<file path="config.mk">
export PLATFORM = sky130hd
export DESIGN_NAME = acc_ctrl_flat
export DESIGN_NICKNAME = d
export VERILOG_FILES = /design/src/rtl/cisc_pkg.sv /design/src/rtl/acc_ctrl_if.sv /design/src/rtl/mem_wait_timer.sv /design/src/rtl/acc_ctrl.sv /design/src/flat_wrapper.sv
export SDC_FILE = /design/constraint.sdc
export NUM_CORES = 1
export LEC_CHECK = 0
export CAP_MARGIN = 20
export CORE_MARGIN = 8
export CORE_UTILIZATION = 50
export CTS_BUF_LIST = sky130_fd_sc_hd__clkbuf_16
export DETAILED_ROUTE_END_ITERATION = 10
export DONT_BUFFER_PORTS = 1
export GPL_ROUTABILITY_DRIVEN = 1
export MAX_ROUTING_LAYER = met4
export SLEW_MARGIN = 10
export SYNTH_ARGS = -nofsm -noshare
export SYNTH_HDL_FRONTEND = slang
export SYNTH_SLANG_ARGS = --single-unit
</file>
<file path="constraint.sdc">
create_clock -name clk -period 1.8 [get_ports clk]
set_input_delay 0.36 -clock clk [delete_from_list [all_inputs] [get_ports clk]]
set_output_delay 0.36 -clock clk [all_outputs]
set_load 0.05 [all_outputs]
</file>
<file path="src/rtl/cisc_pkg.sv">
// Shared definitions for the 8-bit CISC accumulator core: opcodes,
// control FSM state encodings, ALU op codes and opcode-class helpers.
package cisc_pkg;

  localparam int ACC_W = 8;

  // Opcode field IR[7:4]; 4'hB..4'hE are undefined.
  localparam logic [3:0] OP_NOP = 4'h0;
  localparam logic [3:0] OP_LDA = 4'h1;
  localparam logic [3:0] OP_STA = 4'h2;
  localparam logic [3:0] OP_ADD = 4'h3;
  localparam logic [3:0] OP_SUB = 4'h4;
  localparam logic [3:0] OP_AND = 4'h5;
  localparam logic [3:0] OP_OR  = 4'h6;
  localparam logic [3:0] OP_XOR = 4'h7;
  localparam logic [3:0] OP_NOT = 4'h8;
  localparam logic [3:0] OP_JMP = 4'h9;
  localparam logic [3:0] OP_JZ  = 4'hA;
  localparam logic [3:0] OP_HLT = 4'hF;

  typedef enum logic [2:0] {
    ST_FETCH  = 3'd0,
    ST_DECODE = 3'd1,
    ST_ADDR   = 3'd2,
    ST_MEM    = 3'd3,
    ST_EXEC   = 3'd4,
    ST_HALT   = 3'd5
  } state_t;

  // ALU op select, shared with the ALU.
  localparam logic [2:0] ALU_ADD = 3'd0;
  localparam logic [2:0] ALU_SUB = 3'd1;
  localparam logic [2:0] ALU_AND = 3'd2;
  localparam logic [2:0] ALU_OR  = 3'd3;
  localparam logic [2:0] ALU_XOR = 3'd4;
  localparam logic [2:0] ALU_NOT = 3'd5;

  // Instructions followed by an address byte.
  function automatic logic has_operand(input logic [3:0] op);
    return ((op >= OP_LDA) && (op <= OP_XOR)) || (op == OP_JMP) || (op == OP_JZ);
  endfunction

  // Instructions that go on to a data memory access through MAR.
  function automatic logic is_mem_op(input logic [3:0] op);
    return (op >= OP_LDA) && (op <= OP_XOR);
  endfunction

  // Two-operand ALU instructions (ADD..XOR).
  function automatic logic is_alu_op(input logic [3:0] op);
    return (op >= OP_ADD) && (op <= OP_XOR);
  endfunction

  function automatic logic is_illegal(input logic [3:0] op);
    return (op >= 4'hB) && (op <= 4'hE);
  endfunction

  // Map a two-operand ALU opcode onto the ALU op select.
  function automatic logic [2:0] alu_op_of(input logic [3:0] op);
    logic [2:0] sel;
    case (op)
      OP_SUB:  sel = ALU_SUB;
      OP_AND:  sel = ALU_AND;
      OP_OR:   sel = ALU_OR;
      OP_XOR:  sel = ALU_XOR;
      default: sel = ALU_ADD;
    endcase
    return sel;
  endfunction

endpackage

</file>
<file path="src/rtl/acc_ctrl_if.sv">
// Control bundle between the accumulator control FSM and the datapath /
// memory. The controller takes the master side, the datapath the slave side.
interface acc_ctrl_if;
  logic       mem_ready;
  logic [3:0] ir_op;
  logic       acc_zero;
  logic       mem_rd;
  logic       mem_wr;
  logic       addr_sel;
  logic       ir_ld;
  logic       mar_ld;
  logic       pc_inc;
  logic       pc_ld;
  logic       acc_ld;
  logic       acc_src;
  logic [2:0] alu_op;
  logic       illegal;
  logic       bus_err;
  logic       halted;
  logic [2:0] state;

  modport master (
    input  mem_ready, ir_op, acc_zero,
    output mem_rd, mem_wr, addr_sel, ir_ld, mar_ld, pc_inc, pc_ld,
           acc_ld, acc_src, alu_op, illegal, bus_err, halted, state
  );

  modport slave (
    output mem_ready, ir_op, acc_zero,
    input  mem_rd, mem_wr, addr_sel, ir_ld, mar_ld, pc_inc, pc_ld,
           acc_ld, acc_src, alu_op, illegal, bus_err, halted, state
  );
endinterface

</file>
<file path="src/rtl/mem_wait_timer.sv">
// Memory wait-state counter. Counts consecutive wait cycles and flags a
// timeout once the count reaches MEM_TIMEOUT (0 disables the timeout).
// The counter saturates rather than wrapping.
module mem_wait_timer #(
  parameter int MEM_TIMEOUT = 15
) (
  input  logic clk,
  input  logic reset,
  input  logic wait_en,
  output logic timeout
);

  localparam int CNT_W = (MEM_TIMEOUT > 0) ? $clog2(MEM_TIMEOUT + 1) : 1;
  localparam logic [CNT_W-1:0] CNT_MAX = CNT_W'(MEM_TIMEOUT);

  logic [CNT_W-1:0] cnt_q;

  // Count wait cycles; any non-waiting cycle clears the count.
  always_ff @(posedge clk) begin
    if (reset || !wait_en) begin
      cnt_q <= '0;
    end else if (cnt_q != CNT_MAX) begin
      cnt_q <= cnt_q + 1'b1;
    end
  end

  assign timeout = (MEM_TIMEOUT != 0) && wait_en && (cnt_q == CNT_MAX);

endmodule

</file>
<file path="src/rtl/acc_ctrl.sv">
// Multi-cycle control FSM for the 8-bit accumulator datapath: sequences
// fetch, decode, operand-address fetch, memory access and accumulator load.
// Moore outputs come from the state; strobes tied to mem_ready are Mealy.
module acc_ctrl
  import cisc_pkg::*;
#(
  parameter int MEM_TIMEOUT = 15
) (
  input  logic        clk,
  input  logic        reset,
  acc_ctrl_if.master  bus
);

  state_t state_q;
  logic   bus_err_q;
  logic   wait_en;
  logic   timeout;

  // Only the memory-handshake states accumulate wait cycles.
  assign wait_en = ((state_q == ST_FETCH) || (state_q == ST_ADDR) || (state_q == ST_MEM))
                   && !bus.mem_ready;

  mem_wait_timer #(
    .MEM_TIMEOUT (MEM_TIMEOUT)
  ) u_wait_timer (
    .clk     (clk),
    .reset   (reset),
    .wait_en (wait_en),
    .timeout (timeout)
  );

  // State register and sticky bus error flag.
  always_ff @(posedge clk) begin
    if (reset) begin
      state_q   <= ST_FETCH;
      bus_err_q <= 1'b0;
    end else if (timeout) begin
      state_q   <= ST_HALT;
      bus_err_q <= 1'b1;
    end else begin
      case (state_q)
        ST_FETCH: begin
          if (bus.mem_ready) state_q <= ST_DECODE;
        end
        ST_DECODE: begin
          if (has_operand(bus.ir_op))     state_q <= ST_ADDR;
          else if (bus.ir_op == OP_NOT)   state_q <= ST_EXEC;
          else if (bus.ir_op == OP_HLT)   state_q <= ST_HALT;
          else                            state_q <= ST_FETCH;
        end
        ST_ADDR: begin
          if (bus.mem_ready) begin
            if (is_mem_op(bus.ir_op)) state_q <= ST_MEM;
            else                      state_q <= ST_FETCH;
          end
        end
        ST_MEM: begin
          if (bus.mem_ready) state_q <= ST_FETCH;
        end
        ST_EXEC:  state_q <= ST_FETCH;
        ST_HALT:  state_q <= ST_HALT;
        default:  state_q <= ST_FETCH;
      endcase
    end
  end

  // Output decode; reset and the timeout cycle suppress every strobe.
  always_comb begin
    bus.mem_rd   = 1'b0;
    bus.mem_wr   = 1'b0;
    bus.addr_sel = 1'b0;
    bus.ir_ld    = 1'b0;
    bus.mar_ld   = 1'b0;
    bus.pc_inc   = 1'b0;
    bus.pc_ld    = 1'b0;
    bus.acc_ld   = 1'b0;
    bus.acc_src  = 1'b0;
    bus.alu_op   = ALU_ADD;
    bus.illegal  = 1'b0;
    bus.halted   = 1'b0;
    bus.bus_err  = bus_err_q && !reset;
    bus.state    = reset ? ST_FETCH : state_q;

    if (reset) begin
      // The reset cycle already presents the fetch request of FETCH.
      bus.mem_rd = 1'b1;
    end else if (!timeout) begin
      case (state_q)
        ST_FETCH: begin
          bus.mem_rd = 1'b1;
          if (bus.mem_ready) begin
            bus.ir_ld  = 1'b1;
            bus.pc_inc = 1'b1;
          end
        end
        ST_DECODE: begin
          bus.illegal = is_illegal(bus.ir_op);
        end
        ST_ADDR: begin
          bus.mem_rd = 1'b1;
          if (bus.mem_ready) begin
            if (is_mem_op(bus.ir_op)) begin
              bus.mar_ld = 1'b1;
              bus.pc_inc = 1'b1;
            end else if ((bus.ir_op == OP_JMP) ||
                         ((bus.ir_op == OP_JZ) && bus.acc_zero)) begin
              bus.pc_ld = 1'b1;
            end else begin
              // Untaken JZ skips over its address byte.
              bus.pc_inc = 1'b1;
            end
          end
        end
        ST_MEM: begin
          bus.addr_sel = 1'b1;
          if (bus.ir_op == OP_STA) bus.mem_wr = 1'b1;
          else                     bus.mem_rd = 1'b1;
          if (bus.mem_ready) begin
            if (bus.ir_op == OP_LDA) begin
              bus.acc_ld = 1'b1;
            end else if (is_alu_op(bus.ir_op)) begin
              bus.acc_ld  = 1'b1;
              bus.acc_src = 1'b1;
              bus.alu_op  = alu_op_of(bus.ir_op);
            end
          end
        end
        ST_EXEC: begin
          bus.acc_ld  = 1'b1;
          bus.acc_src = 1'b1;
          bus.alu_op  = ALU_NOT;
        end
        ST_HALT: begin
          bus.halted = 1'b1;
        end
        default: begin
          bus.mem_rd = 1'b0;
        end
      endcase
    end
  end

endmodule

</file>
<file path="src/flat_wrapper.sv">
// flat-port wrapper written by rule: the top's interface ports become plain ports
module acc_ctrl_flat import cisc_pkg::*;
#(
  parameter int MEM_TIMEOUT = 15
)
  (clk, reset, bus_mem_ready, bus_ir_op, bus_acc_zero, bus_mem_rd, bus_mem_wr, bus_addr_sel, bus_ir_ld, bus_mar_ld, bus_pc_inc, bus_pc_ld, bus_acc_ld, bus_acc_src, bus_alu_op, bus_illegal, bus_bus_err, bus_halted, bus_state);
  acc_ctrl_if bus_i ();
  input  logic clk;
  input  logic reset;
  input wire logic [$bits(bus_i.mem_ready)-1:0] bus_mem_ready;
  input wire logic [$bits(bus_i.ir_op)-1:0] bus_ir_op;
  input wire logic [$bits(bus_i.acc_zero)-1:0] bus_acc_zero;
  output wire logic [$bits(bus_i.mem_rd)-1:0] bus_mem_rd;
  output wire logic [$bits(bus_i.mem_wr)-1:0] bus_mem_wr;
  output wire logic [$bits(bus_i.addr_sel)-1:0] bus_addr_sel;
  output wire logic [$bits(bus_i.ir_ld)-1:0] bus_ir_ld;
  output wire logic [$bits(bus_i.mar_ld)-1:0] bus_mar_ld;
  output wire logic [$bits(bus_i.pc_inc)-1:0] bus_pc_inc;
  output wire logic [$bits(bus_i.pc_ld)-1:0] bus_pc_ld;
  output wire logic [$bits(bus_i.acc_ld)-1:0] bus_acc_ld;
  output wire logic [$bits(bus_i.acc_src)-1:0] bus_acc_src;
  output wire logic [$bits(bus_i.alu_op)-1:0] bus_alu_op;
  output wire logic [$bits(bus_i.illegal)-1:0] bus_illegal;
  output wire logic [$bits(bus_i.bus_err)-1:0] bus_bus_err;
  output wire logic [$bits(bus_i.halted)-1:0] bus_halted;
  output wire logic [$bits(bus_i.state)-1:0] bus_state;
  assign bus_i.mem_ready = bus_mem_ready;
  assign bus_i.ir_op = bus_ir_op;
  assign bus_i.acc_zero = bus_acc_zero;
  assign bus_mem_rd = bus_i.mem_rd;
  assign bus_mem_wr = bus_i.mem_wr;
  assign bus_addr_sel = bus_i.addr_sel;
  assign bus_ir_ld = bus_i.ir_ld;
  assign bus_mar_ld = bus_i.mar_ld;
  assign bus_pc_inc = bus_i.pc_inc;
  assign bus_pc_ld = bus_i.pc_ld;
  assign bus_acc_ld = bus_i.acc_ld;
  assign bus_acc_src = bus_i.acc_src;
  assign bus_alu_op = bus_i.alu_op;
  assign bus_illegal = bus_i.illegal;
  assign bus_bus_err = bus_i.bus_err;
  assign bus_halted = bus_i.halted;
  assign bus_state = bus_i.state;
  acc_ctrl #(.MEM_TIMEOUT(MEM_TIMEOUT)) u_core (.clk(clk), .reset(reset), .bus(bus_i));
endmodule
</file>
==> results.txt <==
----------------------------------------------------
[GRT]
  Total global routing track utilization ... 17.2%
  Maximum number of pins on one net before global-route repair ... 13
  Wire length of the first global-routing pass ... 4280 µm
  Global route total overflow ... 0
  Met3 demand-to-capacity share in global routing ... 6.39%
  Met1 routing resource usage after global routing ... 20.0%
  Via count of the first global-routing pass ... 855
  GRT Max-Usage Layer ... met2
  Initial antenna violation count ... 0
  GRT met2 Usage ... 27.4%

[Timing]
  Final-report max-slew violation count ... 0
  RSZ-0062 raised after global routing ... yes
  Endpoints failing hold ... 0
  Maximum clock rate ... 536 MHz
  Final setup violation count ... 8
  Slew at the pin closest to its max-slew limit ... 0.359 ns
  Worst-case clock skew ... 0.000590 ns
  Final critical path time including I/O delays and setup ... 1.87 ns
  Final period util ... 104%
  Min setup slack post-route ... -0.0661 ns
  Rel. slew slack ... 75.8%

[Synth]
  Mapped Avg Cell Area ... 7.83 µm²
  Post-Synthesis Net Count ... 109
  Distinct cell type count of the synthesized netlist ... 46
  Synthesis Warnings ... 0
  Cell Area, Synth ... 783 µm²
  Fraction of registers with async set or reset after synthesis ... 0%
  Number of flops mapped to enable cells by yosys ... 0
  Number of storage elements in the synthesis netlist ... 8
  Syn Inst Count ... 100
  Sequential-to-total area share from yosys stat ... 20.4%
  Most used flip-flop cell after synthesis ... sky130_fd_sc_hd__dfxtp_1

[Clocking]
  Number of buffers created by CTS ... 3
  Clk Latency, worst-skew pair ... 0.23 ns
  Max H-tree Level ... 1
  Reg clk slew, reported paths ... 0.04 ns
  TritonCTS clock tree ... done
  Clk buf depth ... 2
  Cts-stage hold buffer count ... 0
  Cell at the root of the clock tree ... sky130_fd_sc_hd__clkbuf_16
  Sink Count ... 8

[Critical path]
  Category of the most critical setup path ... reg -> out
  Nature of the critical path startpoint ... flop
  Cell breakdown of the critical path ... ha_4, nand3_4, nor4_2, o31ai_2, buf_4
  Critical Path Source ... u_core.u_wait_timer.cnt_q[1]$_SDFFE_PP0P_
  Crit path depth ... 5
  WP data required ... 1.44 ns
  Largest fanout on the critical path ... 3
  Type of destination of the critical path ... output pin
  Reg-to-Reg End ... u_core.u_wait_timer.cnt_q[2]$_SDFFE_PP0P_
  Worst path buffer plus inverter count ... 1
  Worst reg2reg path depth ... 4
  R2R Path Start ... u_core.state_q[2]$_SDFFE_PP0P_
  Crit path arrival time ... 1.51 ns
  Largest incremental delay on the critical path ... 0.36 ns
  Register-to-register setup slack ... 0.40 ns
  Critical path capture point ... bus_mem_rd
  Critical-path top delay cell ... sky130_fd_sc_hd__nor4_2
  Family of cells with the greatest summed delay on the critical path ... simple AND/OR/NAND/NOR gates

[Final layout]
  Final non-filler cell area ... 1310 µm²
  Antenna diode count ... 0
  Area growth, synth to finish ... 67.4%
  Post-layout utilization of the core ... 88.1%
  Count of placed standard cells in the final layout, fillers left out ... 146
  Nets@finish ... 141
  Layout cell share with drive strength beyond 1 ... 53.1%

[Place]
  PortBufs ... 0
  Detailed Place HPWL ... 1730 µm
  Final RePlAce weighted congestion ... 0.825
  Placed cell count ... 139
  Area after detailed placement ... 1100 µm²

[Drt]
  Total length of routed wires ... 2720 µm
  Number of iterations in the first detailed-routing pass ... 4
  Drt initial violations ... 43
  Detailed-route via count ... 896
  Antenna violation net count after detailed routing ... 0
  Post-DR wirelength/cell ... 18.6 µm
  Total DRC errors in the routed layout ... 0
  Vias per inst ... 6.14

[Power and ir drop]
  Worst vdd ir ... 0.000695 V
  Total power consumption of the routed design ... 0.000785 W
  Power per cell area ... 599 nW/µm²
  Static Leakage ... 0.544 nW

[Outcome]
  Violations in the final reports ... negative setup slack
  Status ... complete, but fails checks

[Floorplanning]
  Count of standard-cell rows ... 14
  Initial cell density of the core ... 52.6%
  Die Outline Area ... 3090 µm²
  Chip Width ... 55.6 µm
  Core Region ... 1490 µm²
  IO Count ... 26
  Die boundary height ... 55.6 µm

[Worst hold path]
  Min-Delay Path Class ... in -> reg
  Hold path cells ... 1

[Run]
  Number of maximum-capacitance violations ... 0

----------------------------------------------------
[worst reg2reg max path, stage by stage (launching register included)]
cell	delay (ns)
sky130_fd_sc_hd__dfxtp_2	0.36
sky130_fd_sc_hd__buf_4	0.17
sky130_fd_sc_hd__nor3_1	0.27
sky130_fd_sc_hd__nand2_1	0.18
sky130_fd_sc_hd__nor3_1	0.31
[per-layer routing]
metal  vias up  part of all wire, %
met4         0                 0.88
met3         4                  7.6
met2        45                   52
met1       418                   40
met5         -                    0
li1        429                    -
[layout by cell type (no fill, tap or decap), types with 3 or more instances in the layout]
cell type,instances
sky130_fd_sc_hd__nor2_2,4
sky130_fd_sc_hd__nor3_1,4
sky130_fd_sc_hd__dfxtp_1,3
sky130_fd_sc_hd__dfxtp_2,4
sky130_fd_sc_hd__nand2_1,4
sky130_fd_sc_hd__nand3_1,4
sky130_fd_sc_hd__clkbuf_16,3
sky130_fd_sc_hd__nor2_1,5
sky130_fd_sc_hd__buf_4,22
sky130_fd_sc_hd__buf_12,5
sky130_fd_sc_hd__nor2b_1,3
sky130_fd_sc_hd__nor2_4,5
sky130_fd_sc_hd__a31oi_1,4
sky130_fd_sc_hd__buf_6,6
[worst min path at each step]
stage	start	to	slack (ns)
global route	reset	u_core.state_q[0]$_SDFFE_PP0P_	0.29
CTS	reset	u_core.state_q[0]$_SDFFE_PP0P_	0.29
global placement	u_core.bus_err_q$_SDFFE_PP0P_	u_core.bus_err_q$_SDFFE_PP0P_	0.44
floorplan	u_core.bus_err_q$_SDFFE_PP0P_	u_core.bus_err_q$_SDFFE_PP0P_	0.43
detailed placement	u_core.bus_err_q$_SDFFE_PP0P_	u_core.bus_err_q$_SDFFE_PP0P_	0.45
finish	reset	u_core.state_q[0]$_SDFFE_PP0P_	0.30
[Yosys cell counts (all sizes together) (2+ instances only)]
master	instances	area [µm²]
nor3b	3	22.5
and3b	2	17.5
dfxtp	8	160
nand2b	2	12.5
buf	7	56.3
nor2b	7	43.8
nand2	5	18.8
a211o	2	17.5
nor2	14	52.6
inv	3	11.3
nand3	5	30.0
a31oi	4	25.0
nor3	6	30.0
xor2	2	17.5
and2	2	12.5
[area by class of cell]
| cell class | instances | area [µm²] |
|---|---|---|
| timing repair buffer | 35 | 363 |
| fill | 81 | 178 |
| clock buffer | 3 | 75.1 |
| tap | 16 | 20.0 |
| multi-input combinational | 81 | 673 |
| inverter | 3 | 11.3 |
| sequential | 8 | 169 |
[per-stage QoR]
step / TNS, ns / hold slack, ns / setup WS, ns
6_report: -0.420 / 0.296 / -0.0661
5_1_grt: -1.09 / 0.291 / -0.141
4_1_cts: -0.272 / 0.290 / -0.0712
3_5_place_dp: -0.0103 / 0.447 / -0.00508
3_3_place_gp: 0 / 0.445 / 0.0177
2_1_floorplan: -1.30 / 0.433 / -0.167
[power by group]
| group | switching [W] | internal, W |
|---|---|---|
| Clock | 0.0000845 | 0.000286 |
| Combinational | 0.000121 | 0.0000918 |
| Sequential | 0.0000139 | 0.000188 |
[sequential cells by signal, summed over array words and instances, names as in the netlist]
register / flops
u_core.bus_err_q: 1
u_core.state_q: 3
u_core.u_wait_timer.cnt_q: 4
[logic make-up after synthesis]
family          Yosys count  synth area share, %
simple gates             56                 41.1
compound gates           20                 23.2
buf+inv                  11                 9.10
flops                     8                 20.4
xor+xnor                  3                 3.36
mux                       1                 1.28
fa+ha+maj                 1                 1.60
[timing repair]
| item | CTS | global route |
|---|---|---|
| endpoints found under the hold margin | 0 | 0 |
| resized for setup | 27 | 4 |
| endpoints found under the setup margin | 12 | 12 |
| pin swaps | 5 | 2 |
| buffers inserted | 4 | 1 |
Power figures use the tool's default switching activity.
==> variant 1: new RTL, same settings <==
Reset style: asynchronous (`reset`), changed in one clocked block.
--- a/src/rtl/acc_ctrl.sv
+++ b/src/rtl/acc_ctrl.sv
@@ -30,7 +30,7 @@
   );
 
   // State register and sticky bus error flag.
-  always_ff @(posedge clk) begin
+  always_ff @(posedge clk or posedge reset) begin
     if (reset) begin
       state_q   <= ST_FETCH;
       bus_err_q <= 1'b0;
Function: no difference found for any inputs over 10 cycles, from zero or initial values and one cycle with reset high; that may be too few to reach the edited logic, so the function may still have changed.
==> variant 1 against the unedited design <==
The flow now stops in global routing; synthesized area increased by 0.32%.
==> variant 1: results (changes against the unedited design) <==
CTS H-tree depth=1 (unchanged); largest net degree at the start of global routing=14; Synth Register Bits=8 (unchanged); Stop Error=[ERROR DPL-0038] Utilization greater than 100%, impossible to legalize; Synth Flop Type=dfxtp_1; status=did not finish; syn nets=104 (-4.6%); clk root buf=clkbuf_16; Seq/Total Area, Yosys=0.229 (+0.0248); row count=14 (unchanged); clock buffer depth=2 (unchanged); Synth cell types=44 (-4.3%); Synth Warn #=0 (unchanged); Last stage=global routing; worst endpoint type=output port; Synth area leaders=dfrtp_1 13%, dfxtp_1 10%, nor2_1 5.7%, nor3_2 5.1%, nor2b_1 4.8%; DP Wirelength=1.82 mm (+5.0%); # port buffers=0 (unchanged); cts bufs inserted=3 (unchanged); asr flop ratio synth=0.500 (+0.500); placed inst area=1210 sq um (+10%); Worst Endpoint after GRT Repair=bus_mar_ld; RePlAce Congestion=0.848 (+2.8%); most frequent cells after synthesis=12 x nor2_1, 7 x buf_2, 6 x nor2b_1
==> variant 1: cell count changes after synthesis, moves of 4 or more <==
cell / change
a21oi_1: +5
buf_2: +4
dfrtp_1: +4
dfxtp_1: -4
nor3_1: -5
nor3_2: +4
==> variant 1: cell families after synthesis <==
family,Yosys count,synth area share
buffers and inverters,10,0.0637
DFF,8,0.229
and+or+nand+nor,52,0.433
adders and majority gates,1,0.0159
xor gates and xnor gates,3,0.0334
AOI/OAI and AO/OA,20,0.212
muxes,1,0.0127
==> variant 1: through the flow <==
| stage | worst slack [ps] | std cells | TNS, ps |
|---|---|---|---|
| CTS | -174 | 145 | -1740 |
| global placement | 24.1 | 134 | 0 |
| detailed placement | -8.48 | 134 | -21.5 |
| floorplan | -214 | 95 | -904 |
==> variant 1: repair_timing <==
item,CTS
hold endpoints to repair,0
endpoints found under the setup margin,14
pin swaps,9
resized for setup,20
gates cloned,0
setup buffers,9
==> variant 2: new RTL, same flow settings <==
Made on the original files. `MEM_TIMEOUT` is set to 15 in 3 places; all go to 16.
--- a/src/rtl/mem_wait_timer.sv
+++ b/src/rtl/mem_wait_timer.sv
@@ -2,7 +2,7 @@
 // timeout once the count reaches MEM_TIMEOUT (0 disables the timeout).
 // The counter saturates rather than wrapping.
 module mem_wait_timer #(
-  parameter int MEM_TIMEOUT = 15
+  parameter int MEM_TIMEOUT = 16
 ) (
   input  logic clk,
   input  logic reset,
--- a/src/rtl/acc_ctrl.sv
+++ b/src/rtl/acc_ctrl.sv
@@ -4,7 +4,7 @@
 module acc_ctrl
   import cisc_pkg::*;
 #(
-  parameter int MEM_TIMEOUT = 15
+  parameter int MEM_TIMEOUT = 16
 ) (
   input  logic        clk,
   input  logic        reset,
--- a/src/flat_wrapper.sv
+++ b/src/flat_wrapper.sv
@@ -1,7 +1,7 @@
 // flat-port wrapper written by rule: the top's interface ports become plain ports
 module acc_ctrl_flat import cisc_pkg::*;
 #(
-  parameter int MEM_TIMEOUT = 15
+  parameter int MEM_TIMEOUT = 16
 )
   (clk, reset, bus_mem_ready, bus_ir_op, bus_acc_zero, bus_mem_rd, bus_mem_wr, bus_addr_sel, bus_ir_ld, bus_mar_ld, bus_pc_inc, bus_pc_ld, bus_acc_ld, bus_acc_src, bus_alu_op, bus_illegal, bus_bus_err, bus_halted, bus_state);
   acc_ctrl_if bus_i ();
Formal check against the unedited RTL: same outputs for any inputs over 10 cycles, from zero or initial values and one cycle with reset high; that may be too few to reach the edited logic, so the function may still have changed.
==> variant 2 against the unedited design <==
The run now fails in global routing; synthesized cell count up 1.0%; synthesized area down 6.1%.
==> variant 2: results (changes against the unedited design) <==
status=did not finish; Last stage=global routing; Stop Error=[ERROR DPL-0038] Utilization greater than 100%, impossible to legalize; clk root buf=clkbuf_16; post-synthesis adder-cell area fraction=0.0340 (+0.0180); Synth Warn #=0 (unchanged); CTS H-tree depth=1 (unchanged); largest net degree at the start of global routing=13; cts bufs inserted=3 (unchanged); clock sink count=9 (+1); RePlAce Congestion=0.801 (-2.9%); Compound-Gate Fraction of Synth Area=0.155 (-0.0769); worst endpoint type=output port; Synth area leaders=dfxtp_1 24%, nor2_1 6.6%, nand2b_1 4.3%, a21oi_1 4.1%, xnor2_1 3.6%; Worst Endpoint after GRT Repair=bus_mem_rd; clock buffer depth=2 (unchanged); Synth cell types=36 (-22%); post-synthesis xor/xnor area fraction=0.0714 (+0.0379); # port buffers=0 (unchanged); asr flop ratio synth=0 (unchanged); most frequent cells after synthesis=13 x nor2_1, 9 x dfxtp_1, 6 x a21oi_1, 6 x nand2_1; Seq/Total Area, Yosys=0.245 (+0.0404); DP Wirelength=1.65 mm (-4.3%); post-synthesis mux area share=0.0272 (+0.0144); Synth Flop Type=dfxtp_1; syn nets=111 (+1.8%)
==> variant 2: cell count changes after synthesis, sizes merged, moves of 3 or more <==
cell,before,now
a21oi,0,6
a31oi,4,0
clkbuf,1,4
nand2b,2,5
nor2b,7,4
o21ai,1,6
==> variant 2: logic make-up after synthesis <==
logic type               after synthesis
AO/OA/AOI/OAI                         19
XOR/XNOR                               6
adder cells (fa/ha/maj)                2
buffers and inverters                 13
flip-flops                             9
multiplexers                           2
AND/OR/NAND/NOR                       50
==> variant 2: through the flow <==
| step | worst slack [ps] | hold WS (ps) | setup TNS [ps] | std cells | cell area (sq um) |
|---|---|---|---|---|---|
| floorplan | -201 | 432 | -1150 | 101 | 808 |
| global placement | -76.7 | 433 | -133 | 141 | 1110 |
| detailed placement | -130 | 433 | -285 | 141 | 1110 |
| CTS | -252 | 195 | -1520 | 148 | 1250 |
==> variant 2: repair_timing <==
action / in CTS
cloned: 0
setup buffers: 3
setup endpoints to repair: 12
gates resized for setup: 8
endpoints found under the hold margin: 0
